==> src/rtl/bcd_sub_serial.sv <==
// bcd_sub_serial
//   Digit-serial BCD subtractor computing BCD_out = BCD_n1 - BCD_n2, one decimal
//   digit per clock, least significant digit first, with a start/busy/done
//   handshake. Operands containing a nibble above 9 are rejected with err.
//
// Parameters
//   DIGITS   number of BCD digits per operand/result (buses are 4*DIGITS wide)
//
// Ports
//   clk      rising-edge clock
//   rst      asynchronous, active-high reset
//   start    request, sampled only while idle
//   BCD_n1   minuend, packed BCD, most significant digit in the top nibble
//   BCD_n2   subtrahend, packed BCD
//   BCD_out  result, packed BCD, held until the next done
//   borrow   1 when BCD_n1 < BCD_n2, held with BCD_out
//   err      1 when an operand nibble is above 9, held with BCD_out
//   busy     high whenever an operation is in flight, including the done cycle
//   done     one-cycle completion pulse
//
// Optional feature (macro BCD_SUB_SIGN_MAG_EN)
//   When defined, a negative result is converted to sign-magnitude form by a
//   second digit-serial pass (0 - raw result): BCD_out = |n1 - n2| and borrow
//   is the sign. When undefined, a negative result is left as the raw ten's
//   complement and borrow marks it as negative.

module bcd_sub_serial #(
  parameter int DIGITS = 3
) (
  input  logic                clk,
  input  logic                rst,
  input  logic                start,
  input  logic [4*DIGITS-1:0] BCD_n1,
  input  logic [4*DIGITS-1:0] BCD_n2,
  output logic [4*DIGITS-1:0] BCD_out,
  output logic                borrow,
  output logic                err,
  output logic                busy,
  output logic                done
);

  localparam int W  = 4 * DIGITS;
  localparam int CW = $clog2(DIGITS + 1);
  localparam logic [CW-1:0] LAST_DIGIT = CW'(DIGITS - 1);

  typedef enum logic [1:0] {
    IDLE = 2'd0,
    SUB  = 2'd1,
`ifdef BCD_SUB_SIGN_MAG_EN
    FIX  = 2'd2,
`endif
    DONE = 2'd3
  } state_t;

  state_t         state_q, state_d;
  logic [W-1:0]   opa_q, opa_d;
  logic [W-1:0]   opb_q, opb_d;
  logic [W-1:0]   res_q, res_d;
  logic [CW-1:0]  cnt_q, cnt_d;
  logic           brw_q, brw_d;
  logic [W-1:0]   out_q, out_d;
  logic           borrow_q, borrow_d;
  logic           err_q, err_d;
  logic           busy_q, busy_d;
  logic           done_q, done_d;

  logic [4:0]     diff;
  logic           dig_neg;
  logic [3:0]     dig_val;
  logic [W-1:0]   res_shift;
  logic           bad_nibble;

  // One decimal digit step on the low nibbles of the operand shift registers.
  // A negative 5-bit difference wraps to d+16 in the low nibble; adding 10
  // modulo 16 yields d+10. The new digit enters at the top of the result
  // register so that after DIGITS steps the LSD sits in the bottom nibble.
  always_comb begin
    diff      = {1'b0, opa_q[3:0]} - {1'b0, opb_q[3:0]} - {4'd0, brw_q};
    dig_neg   = diff[4];
    dig_val   = dig_neg ? diff[3:0] + 4'd10 : diff[3:0];
    res_shift = (res_q >> 4) | (W'(dig_val) << (W - 4));
  end

  // Operand validity: any nibble above 9 in either operand is rejected.
  always_comb begin
    bad_nibble = 1'b0;
    for (int i = 0; i < DIGITS; i++) begin
      if (BCD_n1[4*i +: 4] > 4'd9 || BCD_n2[4*i +: 4] > 4'd9) begin
        bad_nibble = 1'b1;
      end
    end
  end

  // Next-state and next-output logic. Outputs are only loaded on the edge
  // that enters DONE and otherwise hold.
  always_comb begin
    state_d  = state_q;
    opa_d    = opa_q;
    opb_d    = opb_q;
    res_d    = res_q;
    cnt_d    = cnt_q;
    brw_d    = brw_q;
    out_d    = out_q;
    borrow_d = borrow_q;
    err_d    = err_q;

    case (state_q)
      IDLE: begin
        if (start) begin
          opa_d = BCD_n1;
          opb_d = BCD_n2;
          res_d = '0;
          cnt_d = '0;
          brw_d = 1'b0;
          if (bad_nibble) begin
            state_d  = DONE;
            out_d    = '0;
            borrow_d = 1'b0;
            err_d    = 1'b1;
          end else begin
            state_d = SUB;
          end
        end
      end

      SUB: begin
        opa_d = opa_q >> 4;
        opb_d = opb_q >> 4;
        res_d = res_shift;
        brw_d = dig_neg;
        cnt_d = cnt_q + CW'(1);
        if (cnt_q == LAST_DIGIT) begin
`ifdef BCD_SUB_SIGN_MAG_EN
          if (dig_neg) begin
            // Second pass negates the raw ten's complement: 0 - raw.
            state_d = FIX;
            opa_d   = '0;
            opb_d   = res_shift;
            res_d   = '0;
            cnt_d   = '0;
            brw_d   = 1'b0;
          end else begin
            state_d  = DONE;
            out_d    = res_shift;
            borrow_d = 1'b0;
            err_d    = 1'b0;
          end
`else
          state_d  = DONE;
          out_d    = res_shift;
          borrow_d = dig_neg;
          err_d    = 1'b0;
`endif
        end
      end

`ifdef BCD_SUB_SIGN_MAG_EN
      FIX: begin
        opa_d = opa_q >> 4;
        opb_d = opb_q >> 4;
        res_d = res_shift;
        brw_d = dig_neg;
        cnt_d = cnt_q + CW'(1);
        if (cnt_q == LAST_DIGIT) begin
          state_d  = DONE;
          out_d    = res_shift;
          borrow_d = 1'b1;
          err_d    = 1'b0;
        end
      end
`endif

      DONE: begin
        state_d = IDLE;
      end

      default: begin
        state_d = IDLE;
      end
    endcase

    busy_d = (state_d != IDLE);
    done_d = (state_d == DONE);
  end

  // State, datapath and registered outputs.
  always_ff @(posedge clk or posedge rst) begin
    if (rst) begin
      state_q  <= IDLE;
      opa_q    <= '0;
      opb_q    <= '0;
      res_q    <= '0;
      cnt_q    <= '0;
      brw_q    <= 1'b0;
      out_q    <= '0;
      borrow_q <= 1'b0;
      err_q    <= 1'b0;
      busy_q   <= 1'b0;
      done_q   <= 1'b0;
    end else begin
      state_q  <= state_d;
      opa_q    <= opa_d;
      opb_q    <= opb_d;
      res_q    <= res_d;
      cnt_q    <= cnt_d;
      brw_q    <= brw_d;
      out_q    <= out_d;
      borrow_q <= borrow_d;
      err_q    <= err_d;
      busy_q   <= busy_d;
      done_q   <= done_d;
    end
  end

  assign BCD_out = out_q;
  assign borrow  = borrow_q;
  assign err     = err_q;
  assign busy    = busy_q;
  assign done    = done_q;

endmodule

==> config.mk <==
export PLATFORM = sky130hd
export DESIGN_NAME = bcd_sub_serial
export DESIGN_NICKNAME = d
export VERILOG_FILES = /design/src/rtl/bcd_sub_serial.sv
export SDC_FILE = /design/constraint.sdc
export NUM_CORES = 1
export LEC_CHECK = 0
export ABC_AREA = 1
export CAP_MARGIN = 15
export CELL_PAD_IN_SITES_DETAIL_PLACEMENT = 0
export CELL_PAD_IN_SITES_GLOBAL_PLACEMENT = 1
export CORE_MARGIN = 10
export CORE_UTILIZATION = 43
export DETAILED_ROUTE_END_ITERATION = 10
export PLACE_DENSITY_LB_ADDON = 0.1
export SETUP_SLACK_MARGIN = 0.05
export SYNTH_ARGS = -nofsm -noshare
export SYNTH_HDL_FRONTEND = slang
export SYNTH_SLANG_ARGS = --single-unit
==> constraint.sdc <==
create_clock -name clk -period 4.3 [get_ports clk]
set_clock_uncertainty 0.1 [all_clocks]
set_input_delay 0.86 -clock clk [delete_from_list [all_inputs] [get_ports clk]]
set_output_delay 0.86 -clock clk [all_outputs]
set_load 0.02 [all_outputs]
# Word level (Yosys, flattened, before mapping)
# Index checks and enable logic that the tools add are counted.
[totals] register_bits=57 input_bits=27 wordCells=66
[classes] addsub=4 magnitude_cmp=6 n_eq_ne=6 muxes=30 bitwise=1 reduce_logical=8
[op_table] op="12-bit case mux with 2 select lines" count=4
[op_table] op="12-bit two-way mux" count=6
[op_table] op="4-bit greater-than comparator (second input constant)" count=6
[op_table] op="8-bit by 12-bit OR with 12-bit output" count=1
[op_table] op="1-bit two-way mux" count=10
[op_table] op="2-bit two-way mux" count=4
[op_table] op="2-bit case mux with 2 select lines" count=2
[op_table] op="2-bit != test (second input constant)" count=3
[op_table] op="1-bit case mux with 2 select lines" count=3
[op_table] op="4-bit by 4-bit subtractor with 5-bit output" count=1
[op_table] op="5-bit by 1-bit subtractor with 5-bit output" count=1
[op_table] op="4-bit adder (second input constant)" count=1
[op_table] op="2-bit == test (second input constant)" count=2
[op_table] op="4-bit two-way mux" count=1
[op_table] op="4-bit AND reduction" count=1
[op_table] op="2-bit nonzero test" count=2
[op_table] op="1-bit logical OR" count=3
[op_table] op="2-bit by 1-bit adder with 2-bit output (second input constant)" count=1
[op_table] op="2-bit by 1-bit == test with 1-bit output (second input constant)" count=1
[op_table] op="2-bit zero test" count=1
[op_table] op="2-bit AND reduction" count=1

# Logic depth before layout (Yosys ltp)
# Gate-level depths: netlist of run 1.
[depth] depth_word=9 ltp_mapped=13 mapped_depth_nobuf=13

# Worst setup path before layout of run 1
# No wires, ideal clock.
[synth_path] kind="reg2reg" start="reg opa_q[0]" end="reg out_q[10], in the netlist BCD_out[10]" arrival_ps=1945 required_ps=4084 path_slack_ps=2138 path_stages_with_launch=10 path_buffers=0 synth_period_minus_slack_ps=2162 cell_sequence="dfrtp_1 -> fa_1 -> fa_1 -> nand2_1 -> nand2_1 -> ha_1 -> o21ai_0 -> nor2_1 -> nand2_1 -> nand2_1"
[synth_via] elab_chain_len=7
[synth_rtl] item="from (decl)" line="56" text="logic [W-1:0] opa_q, opa_d;"
[synth_rtl] item="from (signal assigned)" line="202" text="opa_q <= opa_d;"
[synth_rtl] item="4-bit by 4-bit subtractor with 5-bit output *" line="78" text="diff = {1'b0, opa_q[3:0]} - {1'b0, opb_q[3:0]} - {4'd0, brw_q};"
[synth_rtl] item="5-bit by 1-bit subtractor with 5-bit output *" line="78"
[synth_rtl] item="4-bit adder" line="80" text="dig_val = dig_neg ? diff[3:0] + 4'd10 : diff[3:0];"
[synth_rtl] item="4-bit two-way mux *" line="80"
[synth_rtl] item="8-bit by 12-bit OR with 12-bit output *" line="81" text="res_shift = (res_q >> 4) | (W'(dig_val) << (W - 4));"
[synth_rtl] item="12-bit two-way mux *" line="132" text="if (cnt_q == LAST_DIGIT) begin"
[synth_rtl] item="12-bit case mux with 2 select lines *" line="107" text="case (state_q)"
[synth_rtl] item="to (signal assigned)" line="207" text="out_q <= out_d;"
[synth_rtl] item="to (decl)" line="61" text="logic [W-1:0] out_q, out_d;"
# Mark *: on every way between the ends. The rest lies on a longest branch, timed or not. The select of a mux whose other input is x is not followed.
# A chain may end at the register's enable or synchronous reset.

# Final worst setup path of run 1
# Ends and elaborated chain as after synthesis.

==> results.sh, run 1 <==
export IMPL_grt_util_all_layers_pct=12.2
export IMPL_htreeDepth=2
export IMPL_synth_top_area_cell="dfrtp_1"
export IMPL_synth_top_cell_area_share_pct=52.1
export IMPL_grt_overflow=0
export IMPL_critPathKind="flop to flop"
export IMPL_reg2reg_slack_ns=1.94
export IMPL_p_per_area_nw_per_um2=794
export IMPL_hold_path_depth=2
export IMPL_slew_violations=0
export IMPL_cts_hold_buffers=0
export IMPL_postRouteAntennaNets=0
export IMPL_crit_path_start="opa_q[0]"
export IMPL_postCtsSetupRepairBufs=0
export IMPL_die_height_um=97.0
export IMPL_dieWidth_um=97.0
export IMPL_cp_arrival_ns=2.48
export IMPL_clk_path_buf_depth=2
export IMPL_first_pass_iters=4
export IMPL_grt_first_pass_wirelength_um=9770
export IMPL_required_ns=4.41
export IMPL_die_area_sq_um=9400
export IMPL_cts_resized=0
export IMPL_antenna_cells=0
export IMPL_coreArea_sq_um=5640
export IMPL_crit_path_end_kind="flop"
export IMPL_synth_seq_cells=53
export IMPL_clock_sinks=53
export IMPL_syn_nets=310
export IMPL_path_max_fanout=2
export IMPL_portBuffers=42
export IMPL_fmax_mhz=423
export IMPL_place_congestion=0.757
export IMPL_grt_max_degree=32
export IMPL_status="finished clean"
export IMPL_synth_seq_area_share_pct=52.1
export IMPL_netlist_instances=273
export IMPL_hold_path_end="res_q[5]"
export IMPL_synthTopCellsByArea="dfrtp_1 (52%), nand2_1 (13%), inv_1 (4.3%), ha_1 (3.9%), o21ai_2 (3.8%)"
export IMPL_nets=351
export IMPL_reg2reg_from="opa_q[0]"
export IMPL_fin_crit_sh_pct=55.0
export IMPL_post_route_util_pct=54.1
export IMPL_rows=27
export IMPL_area_growth_pct=19.8
export IMPL_drive_gt1_share_pct=12.1
export IMPL_reg2reg_depth=9
export IMPL_start_kind="flop"
export IMPL_rsz0062_at_grt="no"
export IMPL_cts_root_buf="clkbuf_8"
export IMPL_ios=43
export IMPL_synth_cell_types=27
export IMPL_clk_latency_ns=0.31
export IMPL_vias=1858
export IMPL_tns_ns=0
export IMPL_timing_rr_end="BCD_out[10]"
export IMPL_antenna_found_initial=0
export IMPL_vdd_drop_max_mv=0.436
export IMPL_total_power_mw=2.42
export IMPL_syn_avg_cell_area_sq_um=9.33
export IMPL_tightest_slew_ns=0.471
export IMPL_setup_viol=0
export IMPL_synth_area_sq_um=2550
export IMPL_grt_pass1_vias=1995
export IMPL_maxSlewHeadroom_pct=68.6
export IMPL_dp_hpwl_um=3910
export IMPL_leakagePower_nw=1.48
export IMPL_cts_buffers=5
export IMPL_synth_warnings=0
export IMPL_hp_class="flop to flop"
export IMPL_holdWs_ns=0.381
export IMPL_maxCapViolations=0
export IMPL_viasPerCell=4.80
export IMPL_initial_utilization_pct=45.2
export IMPL_hold_violations=0
export IMPL_clkTransAtPathRegs_ns=0.10
export IMPL_cts_tree="done"
export IMPL_drt_iter0_drc=142
export IMPL_wirelength_um=5340
export IMPL_drc_errors=0
export IMPL_hp_start="res_q[5]"
export IMPL_wl_per_cell_um=13.8
export IMPL_period_needed_ns=2.36
-- report_power, final --
group	leakage, nW	internal [mW]	total [mW]	switching [mW]
Combinational	0.751	0.485	1.31	0.826
Clock	0.0439	0.113	0.279	0.166
Sequential	0.684	0.722	0.833	0.111
Total	1.48	1.32	2.42	1.10
-- layout make-up --
| class | instances | area, sq um |
|---|---|---|
| multi-input cells | 178 | 996 |
| repair buffers | 43 | 428 |
| well taps | 72 | 90.1 |
| inverters | 33 | 126 |
| clock inverters | 3 | 17.5 |
| clock buffers | 5 | 68.8 |
| flip-flops and latches | 53 | 1330 |
| fillers | 536 | 2590 |
-- cell families after synthesis --
logic type | synth area share [%]
AOI/OAI and AO/OA | 13.0
adders and majority gates | 5.50
buffers and inverters | 8.84
DFF | 52.1
and+or+nand+nor | 20.6
-- cells in the final DEF (no fill, tap or decap) --
cell type,n
a21oi_1,3
a22oi_1,5
a32o_1,1
and2_1,1
buf_4,1
clkbuf_8,5
clkdlybuf4s50_1,42
clkinv_2,2
clkinvlp_4,1
dfrtp_1,53
fa_1,2
ha_1,8
inv_1,28
inv_2,4
inv_4,1
nand2_1,87
nand2_2,7
nand2_4,5
nand3_1,8
nand3b_1,1
nor2_1,9
nor2_4,1
o211ai_1,7
o21ai_0,13
o21ai_1,4
o21ai_2,11
o221ai_1,1
o22ai_1,4
-- synth_stat cells --
library cell,count
o211ai_1,7
o21ai_0,13
nand2_1,87
nand2_2,7
a22oi_1,5
inv_1,29
buf_4,2
a32o_1,1
and2_1,1
nor2_4,1
o22ai_1,4
dfrtp_1,53
buf_2,2
o221ai_1,1
nand2_4,5
inv_4,1
ha_1,8
o21ai_2,11
o21ai_1,4
a21oi_1,3
fa_1,2
nand3_1,8
inv_2,3
nand3b_1,1
buf_6,3
buf_12,2
nor2_1,9
-- worst max-delay path, stage by stage (launching register included) --
cell and delay (ns):
dfrtp_1 0.42, fa_1 0.47, fa_1 0.39, nand2_1 0.08, nand2_1 0.08, ha_1 0.29
o21ai_0 0.22, nor2_1 0.09, nand2_1 0.07, nand2_1 0.05
-- per-layer routing --
layer	GRT usage [%]	wire length, um
met4	3.04	30
met3	3.48	243
met5	0	0
met1	16.1	2620
met2	19.1	2450
-- registers in the layout (all words and copies together) (netlist names) --
name and cells:
BCD_out 12, borrow 1, brw_q 1, busy 1, cnt_q 2, done 1
err 1, opa_q 12, opb_q 12, res_q 8, state_q 2
-- worst max-delay path by stage --
stage	slack, ns	endpoint	cells after the start
final	1.94	BCD_out[10]	9
after detailed placement	1.74	BCD_out[11]	9
after CTS	1.94	BCD_out[10]	9
after global placement	1.78	BCD_out[10]	9
after global routing	1.76	BCD_out[10]	11
after floorplan	2.05	BCD_out[0]	1
-- through the flow --
step                      area [sq um]  cells  setup WS (ns)
final                             3050    387           1.94
after global placement            2970    379           1.78
after floorplan                   2550    273           2.05
after detailed placement          2970    379           1.74
after global routing              3050    387           1.76
after CTS                         3050    387           1.94
Power figures use the tool's default switching activity.
==> run 2: changes to the inputs <==
CORE_UTILIZATION = 40   (was 43)
clock period = 2.2 ns   (was 4.3 ns; I/O delays follow)
==> run 2 against run 1 <==
Sequential power is 96% higher. Global-route usage fell by 1.2 points. Cell area increased by 5.9%. Die area is 5.9% higher. Combinational power rose to 2.6 times the previous value. Wire length is 3.1% higher. Count of clock-buffer cells in the layout up 1. Non-clock buffer count rose by 5. Largest power group unchanged.
==> results.sh, run 2 (synthesis results as in run 1) <==
export IMPL_status="finished clean"
export IMPL_tightest_slew_ns=0.411
export IMPL_required_ns=2.35
export IMPL_drive_gt1_share_pct=20.0
export IMPL_rows=29
export IMPL_dieWidth_um=99.8
export IMPL_cts_root_buf="clkbuf_8"
export IMPL_post_route_util_pct=51.5
export IMPL_nets=356
export IMPL_coreArea_sq_um=6280
export IMPL_area_growth_pct=26.9
export IMPL_clock_sinks=53
export IMPL_cts_tree="done"
export IMPL_rsz0062_at_grt="yes"
export IMPL_cp_arrival_ns=2.32
export IMPL_instances_no_fill=397
export IMPL_antenna_found_initial=0
export IMPL_clk_path_buf_depth=2
export IMPL_fin_crit_sh_pct=98.8
export IMPL_final_cell_mix="nand2_1 (79), dfrtp_1 (53), clkdlybuf4s50_1 (42)"
export IMPL_cts_hold_buffers=0
export IMPL_ios=43
export IMPL_dp_hpwl_um=3750
export IMPL_leakagePower_nw=1.54
export IMPL_slew_violations=0
export IMPL_antenna_cells=0
export IMPL_start_kind="flop"
export IMPL_die_area_sq_um=9960
export IMPL_pwr_share_clk_pct=9.7
export IMPL_pre_cts_slack_ns=-0.0797
export IMPL_cts_buffers=5
export IMPL_hold_violations=0
export IMPL_internal_power_mw=2.99
export IMPL_grt_util_all_layers_pct=11.0
export IMPL_viasPerCell=4.76
export IMPL_clkTransAtPathRegs_ns=0.09
export IMPL_place_congestion=0.785
export IMPL_vias=1889
export IMPL_fmax_mhz=460
export IMPL_grt_overflow=0
export IMPL_grt_first_pass_wirelength_um=9050
export IMPL_first_pass_iters=4
export IMPL_clk_latency_ns=0.30
export IMPL_drt_iter0_drc=71
export IMPL_die_height_um=99.8
export IMPL_wl_per_cell_um=13.9
export IMPL_maxCapViolations=0
export IMPL_placed_cell_area_sq_um=3020
export IMPL_portBuffers=42
export IMPL_initial_utilization_pct=40.6
export IMPL_crit_path_end_kind="flop"
export IMPL_holdWs_ns=0.379
export IMPL_dp_cells=387
export IMPL_final_common_cell="nand2_1"
export IMPL_period_needed_ns=2.17
export IMPL_drc_errors=0
export IMPL_vdd_drop_max_mv=0.785
export IMPL_p_seq_share_pct=29.5
export IMPL_wirelength_um=5500
export IMPL_setup_viol=0
export IMPL_switchingPower_mw=2.53
export IMPL_critPathKind="flop to flop"
export IMPL_hp_class="flop to flop"
export IMPL_total_power_mw=5.52
export IMPL_postRouteAntennaNets=0
export IMPL_final_area_sq_um=3230
export IMPL_maxSlewHeadroom_pct=72.5
export IMPL_switching_share_pct=45.8
export IMPL_htreeDepth=2
export IMPL_path_max_fanout=4
export IMPL_grt_pass1_vias=1907
export IMPL_p_per_area_nw_per_um2=1710
export IMPL_grt_max_degree=54
export IMPL_fin_ws_ns=0.0274
export IMPL_combPwrFrac_pct=60.8
export IMPL_tns_ns=0
==> run 2: cell types whose count changed in the layout (fill, tap and decap cells not counted), moves of 3 or more <==
cell     previous run  this run
nor2_1              9         5
inv_2               4         7
o21ai_0            13        10
nand2_1            87        79
nand2_4             5        10
buf_4               1         4
nand2_2             7        10
inv_1              28        25
==> run 2: per-layer routing <==
layer,up-vias,track usage (%),wire [um]
li1,959,-,-
met1,886,13.4,2370
met2,37,18.3,2780
met3,7,3.30,290
met4,0,3.31,61
met5,-,0,0
==> run 2: critical path, cell delays in order, from the launching register on <==
cell and delay (ns):
dfrtp_1 0.35, inv_2 0.05, fa_2 0.41, fa_2 0.39
inv_2 0.08, nand2_4 0.06, nand2_4 0.10, nand2_4 0.05
nand2_4 0.10, and2_4 0.20, nor2_4 0.04, nor2_1 0.08
nand2_1 0.06, nand2_1 0.05
==> run 2: final timing paths <==
path                            cells past startpoint  slack [ns]          end     start
worst max-delay path                               13        0.03  BCD_out[10]     brw_q
worst min-delay path                                2        0.38     res_q[6]  res_q[6]
worst max register to register                     13        0.03  BCD_out[10]     brw_q
worst min register to register                      2        0.38     res_q[6]  res_q[6]
max in group asynchronous                           3        1.37     opa_q[5]       rst
min in group asynchronous                           3        0.39     res_q[4]       rst
==> run 2: power groups by stage <==
stage,combinational [mW],sequential (mW),clock (mW)
4_1_cts,2.77,1.63,0.557
3_3_place_gp,2.67,1.64,0
3_5_place_dp,2.70,1.65,0
5_1_grt,3.76,1.68,0.590
6_report,3.35,1.63,0.538
2_1_floorplan,1.93,1.75,0
==> run 2: layout make-up <==
type | count | area [sq um]
Clock inverter | 2 | 10.0
Inverter | 33 | 126
Timing Repair Buffer | 48 | 490
Sequential cell | 53 | 1330
Tap cell | 77 | 96.3
Multi-Input combinational cell | 178 | 1110
Clock buffer | 6 | 72.6
Fill cell | 606 | 3050
==> run 2: timing repair <==
action,in CTS,in global routing
resized for setup,4,30
pin swaps,0,16
buffers inserted,1,1
setup endpoints to repair,8,8
